### config.mk
export PLATFORM = sky130hd
export DESIGN_NAME = grab_report_unpacker
export DESIGN_NICKNAME = d
export VERILOG_FILES = /design/src/rtl/grab_report_unpacker.sv
export SDC_FILE = /design/constraint.sdc
export NUM_CORES = 1
export LEC_CHECK = 0
export CAP_MARGIN = 15
export CORE_ASPECT_RATIO = 0.7
export CORE_MARGIN = 3
export CORE_UTILIZATION = 43
export CTS_CLUSTER_SIZE = 25
export DETAILED_ROUTE_END_ITERATION = 8
export HOLD_SLACK_MARGIN = 0.12
export PLACE_DENSITY = 0.64
export SETUP_SLACK_MARGIN = 0.05
export SLEW_MARGIN = 0
export SYNTH_ARGS = -nofsm -noshare
export SYNTH_HDL_FRONTEND = slang
export SYNTH_SLANG_ARGS = --single-unit
### constraint.sdc
create_clock -name clk_sys -period 3.3 [get_ports clk_sys]
set_input_delay 0.66 -clock clk_sys [delete_from_list [all_inputs] [get_ports clk_sys]]
set_output_delay 0.66 -clock clk_sys [all_outputs]
set_load 0.05 [all_outputs]
### src/rtl/grab_report_unpacker.sv
// Receive-side decoder for the quad stream grabber's byte-serial harvest report.
// Optional build macro REPORT_UNPACK_LSB_FIRST_EN: bytes within a sample arrive least significant first.
module grab_report_unpacker #(
    parameter int DAT_WIDTH = 72,
    parameter int ADDR_BITS = 4
) (
    input  logic                 clk_sys,
    input  logic                 rst_sys_n,
    input  logic [7:0]           din,
    input  logic                 din_valid,
    output logic                 din_ready,
    input  logic                 reporting,
    output logic [DAT_WIDTH-1:0] word_out,
    output logic [1:0]           word_stream,
    output logic [ADDR_BITS-1:0] word_addr,
    output logic                 word_valid,
    input  logic                 word_ready,
    output logic                 frame_done,
    output logic                 frame_err
);

    localparam int BYTES = DAT_WIDTH / 8;
    localparam int BCW   = (BYTES > 1) ? $clog2(BYTES) : 1;

    typedef enum logic {IDLE, RECV} state_t;

    state_t                 state, state_nxt;
    logic                   ready_en;
    logic                   accept;
    logic                   last_byte;
    logic                   frame_end;
    logic                   end_ok;
    logic [BCW-1:0]         byte_cnt;
    logic [ADDR_BITS-1:0]   addr_cnt;
    logic [1:0]             strm_cnt;
    logic                   full;
    logic                   ovf;
    logic [DAT_WIDTH-1:0]   asm_q;
    logic [DAT_WIDTH-1:0]   asm_nxt;

    // ready_en keeps din_ready low during reset and releases it one edge later.
    assign din_ready = ready_en & (~word_valid | word_ready);
    assign accept    = din_valid & din_ready & reporting;
    assign last_byte = (byte_cnt == BCW'(BYTES - 1));
    assign end_ok    = full & ~ovf & (byte_cnt == '0);

`ifdef REPORT_UNPACK_LSB_FIRST_EN
    assign asm_nxt = (asm_q >> 8) | (DAT_WIDTH'(din) << (DAT_WIDTH - 8));
`else
    assign asm_nxt = (asm_q << 8) | DAT_WIDTH'(din);
`endif

    always_ff @(posedge clk_sys) begin
        if (!rst_sys_n) state <= IDLE;
        else            state <= state_nxt;
    end

    // NOTE: every signal written here gets a default first, so no latch is inferred.
    always_comb begin
        state_nxt = state;
        frame_end = 1'b0;
        case (state)
            IDLE: if (reporting) state_nxt = RECV;
            RECV: begin
                if (!reporting) begin
                    state_nxt = IDLE;
                    frame_end = 1'b1;
                end
            end
            default: state_nxt = IDLE;
        endcase
    end

    // NOTE: sequential state uses non-blocking assignments so all flops update from pre-edge values.
    always_ff @(posedge clk_sys) begin
        if (!rst_sys_n) begin
            ready_en    <= 1'b0;
            frame_done  <= 1'b0;
            frame_err   <= 1'b0;
            byte_cnt    <= '0;
            addr_cnt    <= '0;
            strm_cnt    <= '0;
            full        <= 1'b0;
            ovf         <= 1'b0;
            asm_q       <= '0;
            word_out    <= '0;
            word_stream <= '0;
            word_addr   <= '0;
            word_valid  <= 1'b0;
        end else begin
            ready_en   <= 1'b1;
            frame_done <= frame_end & end_ok;
            frame_err  <= frame_end & ~end_ok;

            // Counters sit at zero in IDLE, so a byte on the first reporting cycle starts a word.
            if (frame_end) begin
                byte_cnt <= '0;
                addr_cnt <= '0;
                strm_cnt <= '0;
                full     <= 1'b0;
                ovf      <= 1'b0;
                asm_q    <= '0;
            end else if (accept) begin
                if (full) begin
                    ovf <= 1'b1;
                end else if (last_byte) begin
                    byte_cnt <= '0;
                    asm_q    <= '0;
                    addr_cnt <= addr_cnt + 1'b1;
                    if (addr_cnt == '1) begin
                        strm_cnt <= strm_cnt + 2'd1;
                        if (strm_cnt == 2'd3) full <= 1'b1;
                    end
                end else begin
                    byte_cnt <= byte_cnt + 1'b1;
                    asm_q    <= asm_nxt;
                end
            end

            // Output register runs independently of the frame state machine.
            if (accept && !full && last_byte) begin
                word_out    <= asm_nxt;
                word_stream <= strm_cnt;
                word_addr   <= addr_cnt;
                word_valid  <= 1'b1;
            end else if (word_valid && word_ready) begin
                word_valid <= 1'b0;
            end
        end
    end

endmodule

# [Word level (Yosys, flattened, before mapping)]
# Index checks and enable logic that the tools add are counted.
[totals] romBits=0 ramBits=0 wordCells=57 ff_bits=159 memories=0 latchBits=0 output_inout_bits=82
[op_classes] multipliers=0 n_mux=12 shift=0 reduce_logical=11 order_cmp=0 addsub=3 n_bitwise=14 div_mod_pow=0 eq_ne=3
[ops] operator="$or A72 B8 Y72" count=1
[ops] operator="$mux W64" count=1
[ops] operator="$mux W1" count=10
[ops] operator="$add A4 B1 Y4 const B" count=2
[ops] operator="$eq A4 B4 Y1 const B" count=2
[ops] operator="$and A1 B1 Y1" count=7
[ops] operator="$not A1 Y1" count=5
[ops] operator="$logic_not A4 Y1" count=1
[ops] operator="$mux W4" count=1
[ops] operator="$reduce_and A2 Y1" count=2
[ops] operator="$reduce_and A4 Y1" count=1
[ops] operator="$logic_and A1 B1 Y1" count=3
[ops] operator="$reduce_and A3 Y1" count=1
[ops] operator="$add A2 B1 Y2 const B" count=1
[ops] operator="$eq A2 B2 Y1 const B" count=1
[ops] operator="$reduce_bool A2 Y1" count=1
[ops] operator="$reduce_or A2 Y1" count=1
[ops] operator="$logic_not A1 Y1" count=1
[ops] operator="$or A1 B1 Y1" count=1

# [Longest topological paths before layout]
# Gate-level depths: netlist (run 1).
[logic_depth] depth_word=8 depth_mapped=8

# [Worst setup path before layout (run 1)]
# OpenSTA, ideal clock, no wires.
[synth_timing] path_kind="input port to output port" from="input port word_ready" to="output port din_ready" arrival_time_ns=1.284 required_time_ns=2.640 path_buffers=0 path_stages=2 slack_ns=1.356 cell_sequence="nand2b_1 -> and2_1"
[synth_via] elab_chain_cells=2
[synth_lines] element="start, declared" line_no="17" rtl="input logic word_ready,"
[synth_lines] element="$or A1 B1 Y1" line_no="42" rtl="assign din_ready = ready_en & (~word_valid | word_ready);"
[synth_lines] element="$and A1 B1 Y1" line_no="42"
[synth_lines] element="end, declared" line_no="11" rtl="output logic din_ready,"
# No other way between the ends.

# [Worst setup path after layout (run 1)]
# Same ends and word-level chain as after synthesis.

==> metrics.txt, run 1 <==
Synth Area in Compound Gates=7.225%; power after layout=about 3.9 mW; DRT iter0 DRCs=between 300 and 400; Worst-Skew Late Latency=0.41 ns; post-CTS sizing=0; multi-input logic area=0.002337 mm²; Final Max Tran Viols=0; Final Wtd Congestion=approximately 0.77; Worst Setup Start Kind=input port; ANT cells=0; Gate Count Post-Synth=716; RSZ-0062 raised after global routing=false; CP startpoint=word_ready; WS Path Type=input port to output port; Buffers on Ports=94; routed wl met2=6.423 mm; Detailed Route WL=between 10 and 15 mm; largest family of logic cells by synthesized area=simple AND/OR/NAND/NOR gates; first-pass GRT wire length=~24 mm; Critical path buffers and inverters=2; Yosys warnings=0; CTS sink cnt=159; Metal-1 WL=7.177 mm; Max stage delay on crit path=approximately 0.44 ns; Die Span X=between 100 and 150 µm; Final Util=57.48%; WP data arrival=~1.7 ns; largest net degree at the start of global routing=161; Synth Area per Inst=between 8 and 9 µm²; sequential area share after synthesis=approximately 54%; skew final=between 0.007 and 0.008 ns; r2r startpoint=byte_cnt[0]$_SDFFE_PP0P_; syn nets=about 730; FF-to-FF path depth=7; Synth Area in Simple Gates=between 30% and 40%; hold-fix buffers at CTS=0; endpoint class of the critical path=output port; worst slew pin tran=about 0.66 ns; setup TNS=0 ns; dpl cell area=a little under 0.007 mm²; Critical Path Sink=din_ready; final worst slack=between 0.9 and 1 ns; TritonCTS clock tree=done; die footprint=around 0.015 mm²; htree depth=4; area grow syn2layout=26.16%; remaining global-route overflow=0; IO Pins=between 90 and 100; Final Hold Viols=0; DRT Pass-1 Iters=5; net total in the final layout=795; critical path, cell by cell=clkdlybuf4s50_1, nand2b_1, and2_1, buf_4; # setup viols final=0; Total GRT Usage=a little under 20%; Fillers=1,176; cell area after layout=between 0.007 and 0.008 mm²; Synth cell types=29; Hold/Removal Path Class=flop to flop; vias in the first global route=4,652; CP Depth=4; worst r2r dst=word_out[42]$_SDFFE_PN0P_; Leakage=~2.8 nW; post-DR wirelength/cell=15.13 µm; clock-pin slew on the worst setup and hold paths=0.06 ns; reg2reg setup slack=roughly 1.3 ns; status=finished clean; Post-Layout Cell Count=between 900 and 1,000; clock network fraction of design power=around 48%; minimum hold slack=roughly 0.44 ns; XOR/XNOR Fraction of Synth Area=less than 1%; worst path required time=about 2.6 ns; crit path max fanout=7; Worst VDD drop=roughly 0.35 mV; Slowest-stage cell, CP=clkdlybuf4s50_1; Final period util=between 70 and 80%; adder-cell share of the synthesized area=0.8551%; routed wl met3=roughly 910 µm; final period demand of the worst path=2.371 ns; logic gate share of total power=under 10%; post-synthesis mux area share=0%; dpl cells=939; Initial Util=45.56%; Cell Rows=34; core area=approximately 0.013 mm²; Antenna Nets Post-Route=0; share of cells above drive strength 1=under 10%; CTS root buf=clkbuf_16; Netlist Area Pre-Place=approximately 0.0059 mm²; maximum clock path buffer count=2; Pint=3.095 mW; max-capacitance violation count=0; Setup Buffers After CTS=0; Max Clock Freq=approximately 0.42 GHz; delay-heaviest family, CP=buffers and inverters; Seq pwr share=49.4%; Vias=between 5,000 and 6,000; Pwr Density=roughly 530 mW/mm²; net switching power=slightly above 0.8 mW; DR top layer=met4; Die Y=a little over 100 µm; Sw Share=about a fifth; Register Area=approximately 0.0032 mm²; number of synthesized register bits=between 150 and 200; DR DRC count=0; initial antenna violation count=0; vias per cell=~5.3; Slew HR=56.31%; TritonCTS Buffers=17; dpl ws=just under 0.7 ns; hpwl dp=around 9.4 mm
-- tightest hold or removal path, delay by kind of cell (launching register included) --
kind / cells / cell delay, ns
flops: 1 / 0.30
simple gates: 2 / 0.10
-- cell families after synthesis --
family | Yosys count
simple gates | 400
flops | 159
compound gates | 82
buf+inv | 70
fa+ha+maj | 4
xor+xnor | 1
-- synthesized netlist by cell type (all sizes together) --
cell    number  area (µm²)
nand3      227        1141
dfxtp      159        3183
nand2      149       559.3
a21oi       73       365.4
buf         41       231.5
clkbuf      24       90.09
nor2         6       22.52
inv          5       18.77
o21ai        5       25.02
ha           4       50.05
nor2b        4       25.02
or3          3       18.77
and2         2       12.51
and3b        2       18.77
and4         2       17.52
nand2b       2       12.51
a211oi       1       7.510
a21boi       1       7.510
a31o         1       8.760
a41oi        1       8.760
and3         1       6.260
nand4        1       6.260
or4          1       7.510
xnor2        1       8.760
-- area by class of cell --
cell class | instances | share of cell area, %
sequential | 159 | 43.10
tap | 180 | 3.050
timing repair buffer | 108 | 14.44
multi-input combinational | 487 | 31.65
inverter | 5 | 0.2542
clock buffer | 23 | 6.337
clock inverter | 6 | 1.169
-- routing by layer --
| metal | up-vias | track usage [%] |
|---|---|---|
| met5 | - | 0 |
| li1 | 2564 | - |
| met1 | 2385 | 28.59 |
| met2 | 159 | 28.36 |
| met4 | 0 | 4.336 |
| met3 | 16 | 4.976 |
-- worst min path at each step --
stage	start	endpoint	slack [ns]	depth (start not counted)
final	word_out[11]$_SDFFE_PN0P_	word_out[11]$_SDFFE_PN0P_	0.44	2
after CTS	word_out[11]$_SDFFE_PN0P_	word_out[11]$_SDFFE_PN0P_	0.45	2
after floorplan	asm_q[56]$_SDFFE_PP0P_	asm_q[56]$_SDFFE_PP0P_	0.43	2
after global routing	word_out[6]$_SDFFE_PN0P_	word_out[6]$_SDFFE_PN0P_	0.46	2
after detailed placement	word_out[6]$_SDFFE_PN0P_	word_out[6]$_SDFFE_PN0P_	0.44	2
after global placement	word_addr[3]$_SDFFE_PN0P_	word_addr[3]$_SDFFE_PN0P_	0.44	2
-- registers in the layout, indices dropped and copies added (netlist names) --
signal	flops
ovf	1
full	1
byte_cnt	4
addr_cnt	4
state	1
asm_q	64
word_stream	2
word_addr	4
word_out	72
ready_en	1
word_valid	1
frame_err	1
frame_done	1
strm_cnt	2
-- power by group through the flow --
stage	registers, mW	logic [mW]	clock network [mW]
2_1_floorplan	1.97	0.0768	0
4_1_cts	1.93	0.110	1.90
3_5_place_dp	1.97	0.110	0
3_3_place_gp	1.97	0.109	0
5_1_grt	1.93	0.121	1.97
6_report	1.93	0.110	1.87
-- cells in the final DEF, fill, tap and decap left out, types with 2 or more instances in the layout --
cell	count
inv_1	5
dfxtp_1	159
clkbuf_1	4
buf_4	14
clkbuf_8	2
nand3_1	226
ha_1	4
and2_1	2
clkdlybuf4s50_1	92
or3_1	3
nor2b_1	4
o21ai_0	5
nand2_1	148
buf_12	2
clkbuf_16	17
bufinv_16	2
clkinv_2	2
a21oi_1	73
nor2_1	6
Note: power is estimated with default switching activity, not from simulation.
==> run 2: changes to the inputs <==
--- a/config.mk
+++ b/config.mk
@@ -12,7 +12,7 @@
 export CTS_CLUSTER_SIZE = 25
 export DETAILED_ROUTE_END_ITERATION = 8
 export HOLD_SLACK_MARGIN = 0.12
-export PLACE_DENSITY = 0.64
+export PLACE_DENSITY = 0.67
 export SETUP_SLACK_MARGIN = 0.05
 export SLEW_MARGIN = 0
 export SYNTH_ARGS = -nofsm -noshare
==> constraint.sdc (replaced) <==
create_clock -name clk_sys -period 1.9 [get_ports clk_sys]
set_input_delay 0.38 -clock clk_sys [delete_from_list [all_inputs] [get_ports clk_sys]]
set_output_delay 0.38 -clock clk_sys [all_outputs]
set_load 0.05 [all_outputs]
==> metrics.txt, run 2 (synthesis results as in run 1) <==
largest net degree at the start of global routing=102 (-37%); Max stage delay on crit path=0.39 ns (-0.05 ns); Total GRT Usage=19.05% (-0.29 points); Worst Setup Start Kind=input port; die footprint=0.01507 mm² (unchanged); dpl ws=-0.1399 ns (-0.8311 ns); Slew HR=65.64% (+9.3 points); most common cell after layout, fill and taps aside=nand3_1; TritonCTS Buffers=17 (unchanged); status=finished clean; max reg flops=72 (unchanged); crit path max fanout=7 (unchanged); CTS root buf=clkbuf_16; Worst-Skew Late Latency=0.41 ns (about the same); Initial Util=45.56% (unchanged); ANT cells=0 (unchanged); clock-pin slew on the worst setup and hold paths=0.06 ns (about the same); Fillers=1,174 (-0.17%); CTS sink cnt=159 (unchanged); Leakage=3.217 nW (+13%); # setup viols final=0 (unchanged); power after layout=7.049 mW (+80%); delay-heaviest family, CP=buffers and inverters; Final Hold Viols=0 (unchanged); core area=0.01285 mm² (unchanged); RSZ-0062 raised after global routing=true; Final Max Tran Viols=0 (unchanged); Pwr Density=938.5 mW/mm² (+77%); dpl cell area=0.006900 mm² (+1.0%); vias per cell=5.319 (+0.49%); post-DR wirelength/cell=14.71 µm (-2.8%); worst path required time=1.52 ns (-1.12 ns); IO Pins=95 (unchanged); hold-fix buffers at CTS=0 (unchanged); first-pass GRT wire length=24.16 mm (-0.82%); Max Clock Freq=0.5669 GHz; Vias=5,234 (+2.1%); final period demand of the worst path=about 1.8 ns; Post-Layout Cell Count=984 (+1.7%); final worst slack=0.1361 ns (-0.7926 ns); Slowest-stage cell, CP=clkdlybuf4s50_1; Worst VDD drop=0.7238 mV (+110%); initial antenna violation count=0 (unchanged); max-capacitance violation count=0 (unchanged); skew final=0.007917 ns (+0.00002020 ns); Die Span X=145.4 µm (unchanged); setup TNS=0 ns (unchanged); net total in the final layout=809 (+1.8%); Detailed Route WL=14.47 mm (-1.2%); DR DRC count=0 (unchanged); worst slew pin tran=0.5175 ns (-0.1378 ns); minimum hold slack=0.2878 ns (-0.1571 ns); share of cells above drive strength 1=14.93% (+8.8 points); Final Util=58.46% (+0.98 points); Final period util=between 90% and 100%; remaining global-route overflow=0 (unchanged); WP data arrival=1.38 ns (-0.33 ns); hpwl dp=9.828 mm (+4.8%); Hold/Removal Path Class=input port to flop; area grow syn2layout=28.32%; Die Y=103.6 µm (unchanged); Antenna Nets Post-Route=0 (unchanged); WS Path Type=input port to output port; largest registers=word_out (72), asm_q (64); dpl cells=951 (+1.3%); Final Wtd Congestion=0.8022 (+4.3%); commonest non-fill, non-tap cells in the layout=226 x nand3_1, 159 x dfxtp_1, 148 x nand2_1; vias in the first global route=4,708 (+1.2%); cell area after layout=0.007511 mm² (+1.7%); Cell Rows=34 (unchanged); htree depth=4 (unchanged); Largest Register=word_out; DRT Pass-1 Iters=5 (unchanged); DRT iter0 DRCs=416 (+5.9%); TritonCTS clock tree=done; endpoint class of the critical path=output port; maximum clock path buffer count=2 (unchanged); critical path, cell by cell=clkdlybuf4s50_1, nand2b_2, and2_1, buf_12; Buffers on Ports=94 (unchanged); Critical path buffers and inverters=2 (unchanged)
run 2: final timing paths:
path / from / cells past startpoint / slack, ns / end
hold / removal: rst_sys_n / 3 / 0.29 / word_out[14]$_SDFFE_PN0P_
setup reg to reg: byte_cnt[0]$_SDFFE_PP0P_ / 7 / 0.17 / word_out[43]$_SDFFE_PN0P_
hold reg to reg: word_out[15]$_SDFFE_PN0P_ / 2 / 0.44 / word_out[15]$_SDFFE_PN0P_
setup / recovery: word_ready / 4 / 0.14 / din_ready
run 2: per-layer routing:
| layer | routed length [µm] | track usage (%) | up-vias |
|---|---|---|---|
| li1 | - | - | 2592 |
| met1 | 7190 | 28.43 | 2499 |
| met2 | 6371 | 27.79 | 135 |
| met3 | 852 | 4.452 | 8 |
| met4 | 59 | 4.607 | 0 |
| met5 | 0 | 0 | - |
run 2: area by class of cell:
type | count | area [µm²] | area share, %
Inverter | 5 | 18.77 | 0.2499
Clock buffer | 22 | 474.2 | 6.314
Multi-Input combinational cell | 487 | 2340 | 31.15
Sequential cell | 159 | 3183 | 42.38
Clock inverter | 9 | 133.9 | 1.782
Timing Repair Buffer | 122 | 1136 | 15.13
Tap cell | 180 | 225.2 | 2.999
run 2: report_power, final:
group | switching [mW] | leakage [nW] | internal [mW] | total, mW
clock | 1.31 | 0.284 | 2.17 | 3.48
sequential | 0.00874 | 1.28 | 3.34 | 3.35
combinational | 0.146 | 1.65 | 0.0759 | 0.222
total | 1.46 | 3.22 | 5.58 | 7.05
run 2: what timing repair did:
action	CTS	global route
setup buffers	0	2
pin swaps	0	1
gates resized for setup	28	3
setup endpoints to repair	28	47
run 2: worst reg2reg max path: stages (launching register included):
cell	delay (ns)
dfxtp_1	0.33
inv_1	0.08
ha_1	0.15
and3b_1	0.23
and4_2	0.44
buf_12	0.21
nand3_1	0.14
nand2_1	0.10
==> run 3: changes to the inputs <==
--- a/config.mk
+++ b/config.mk
@@ -5,14 +5,16 @@
 export SDC_FILE = /design/constraint.sdc
 export NUM_CORES = 1
 export LEC_CHECK = 0
-export CAP_MARGIN = 15
+export CAP_MARGIN = 40
+export CELL_PAD_IN_SITES_DETAIL_PLACEMENT = 0
+export CELL_PAD_IN_SITES_GLOBAL_PLACEMENT = 1
 export CORE_ASPECT_RATIO = 0.7
 export CORE_MARGIN = 3
-export CORE_UTILIZATION = 43
+export CORE_UTILIZATION = 35
 export CTS_CLUSTER_SIZE = 25
 export DETAILED_ROUTE_END_ITERATION = 8
 export HOLD_SLACK_MARGIN = 0.12
-export PLACE_DENSITY = 0.67
+export PLACE_DENSITY = 0.73
 export SETUP_SLACK_MARGIN = 0.05
 export SLEW_MARGIN = 0
 export SYNTH_ARGS = -nofsm -noshare
==> metrics.txt, run 3 (synthesis results as in run 1) <==
area grow syn2layout=28.73%; Final Util=47.31% (-11 points); DR DRC count=0 (unchanged); most common cell after layout, fill and taps aside=nand3_1; crit path max fanout=7 (unchanged); dpl cell area=0.006923 mm² (+0.33%); CTS sink cnt=159 (unchanged); dpl ws=-0.1059 ns (+0.03396 ns); worst slew pin tran=0.5132 ns (-0.004336 ns); Max Clock Freq=0.5786 GHz (+2.1%); TritonCTS clock tree=done; reg2reg setup slack=0.23 ns (+0.06 ns); post-CTS sizing=18 (-36%); vias per cell=5.049 (-5.1%); hpwl dp=10.40 mm (+5.9%); WS Path Type=input port to output port; Final Wtd Congestion=0.7957 (-0.81%); Final period util=90.97% (-1.9 points); Setup Buffers After CTS=0 (unchanged); worst path required time=1.52 ns (about the same); max-capacitance violation count=0 (unchanged); Cell Rows=38 (+12%); largest net degree at the start of global routing=60 (-41%); remaining global-route overflow=0 (unchanged); Buffers on Ports=94 (unchanged); WP data arrival=1.35 ns (-0.03 ns); Largest Register=word_out; Vias=5,155 (-1.5%); Pwr Density=954.7 mW/mm² (+1.7%); TritonCTS Buffers=17 (unchanged); Final Hold Viols=0 (unchanged); share of cells above drive strength 1=15.98% (+1.1 points); net total in the final layout=805 (-0.49%); cell area after layout=0.007535 mm² (+0.32%); initial antenna violation count=0 (unchanged); endpoint class of the critical path=output port; Antenna Nets Post-Route=0 (unchanged); vias in the first global route=4,847 (+3.0%); RSZ-0062 raised after global routing=false; ANT cells=0 (unchanged); final worst slack=0.1716 ns (+0.03556 ns); Die Span X=160.6 µm (+10%); Worst Setup Start Kind=input port; largest registers=word_out (72), asm_q (64); IO Pins=95 (unchanged); final period demand of the worst path=1.728 ns (-0.03556 ns); Initial Util=36.75% (-8.8 points); Leakage=3.179 nW (-1.2%); DRT iter0 DRCs=387 (-7.0%); CTS root buf=clkbuf_16; Slew HR=65.92% (+0.29 points); Hold/Removal Path Class=input port to flop; core area=0.01593 mm² (+24%); first-pass GRT wire length=25.27 mm (+4.6%); # setup viols final=0 (unchanged); skew final=0.01363 ns (+0.005711 ns); clock-pin slew on the worst setup and hold paths=0.06 ns (about the same); max reg flops=72 (unchanged); Detailed Route WL=15.37 mm (+6.2%); post-DR wirelength/cell=15.05 µm (+2.3%); Worst-Skew Late Latency=0.42 ns (about the same); DRT Pass-1 Iters=5 (unchanged); status=finished clean; Total GRT Usage=16.85% (-2.2 points); commonest non-fill, non-tap cells in the layout=226 x nand3_1, 159 x dfxtp_1, 148 x nand2_1; die footprint=0.01834 mm² (+22%); Worst VDD drop=0.6120 mV (-15%); Final Max Tran Viols=0 (unchanged); minimum hold slack=0.4086 ns (+0.1208 ns); Die Y=114.2 µm (+10%); hold-fix buffers at CTS=0 (unchanged); htree depth=4 (unchanged); maximum clock path buffer count=2 (unchanged)
run 3: changes by cell type in the layout (fill, tap and decap cells not counted), sizes merged:
| cell | previous run | this run |
|---|---|---|
| dlygate4sd2 | 28 | 18 |
| inv | 5 | 6 |
| buf | 83 | 89 |
| clkinv | 2 | 5 |
| bufinv | 3 | 4 |
| clkbuf | 22 | 19 |
| clkinvlp | 4 | 3 |
run 3: per-layer routing:
metal  GRT usage (%)  part of all wire, %  vias to the layer above  wire, µm
li1                -                    -                     2599         -
met1           24.54                   51                     2425      7781
met2           25.08                   43                      121      6609
met3           3.832                  5.6                       10       860
met4           4.682                 0.75                        0       116
met5               0                    0                        -         0
run 3: worst paths after layout:
kind,to,cells past startpoint,startpoint
worst max-delay path,din_ready,4,word_ready
worst min-delay path,word_out[12]$_SDFFE_PN0P_,3,rst_sys_n
worst max register to register,word_out[43]$_SDFFE_PN0P_,7,byte_cnt[0]$_SDFFE_PP0P_
worst min register to register,word_stream[0]$_SDFFE_PN0P_,2,word_stream[0]$_SDFFE_PN0P_
run 3: layout make-up:
class                      count  area, µm²
fill                        1539       8393
multi-input combinational    487       2341
tap                          220      275.3
inverter                       5      18.77
clock buffer                  19      442.9
timing repair buffer         118       1086
sequential                   159       3183
clock inverter                13      187.7
run 3: critical path, stage by stage:
cell,delay (ns)
clkdlybuf4s50_1,0.38
nand2b_2,0.22
and2_1,0.21
buf_12,0.15
run 3: report_power, final:
part	total (mW)	switching [mW]	internal, mW
combinational	0.225	0.152	0.0739
sequential	3.35	0.00949	3.34
clock	3.62	1.38	2.24
run 3: through the flow:
stage / std cells / TNS (ns) / total power, mW
after global placement: 989 / -0.7885 / 3.647
after detailed placement: 989 / -2.168 / 3.650
after global routing: 1021 / 0 / 7.411
final: 1021 / 0 / 7.193
after floorplan: 716 / 0 / 3.558
after CTS: 1021 / 0 / 7.255
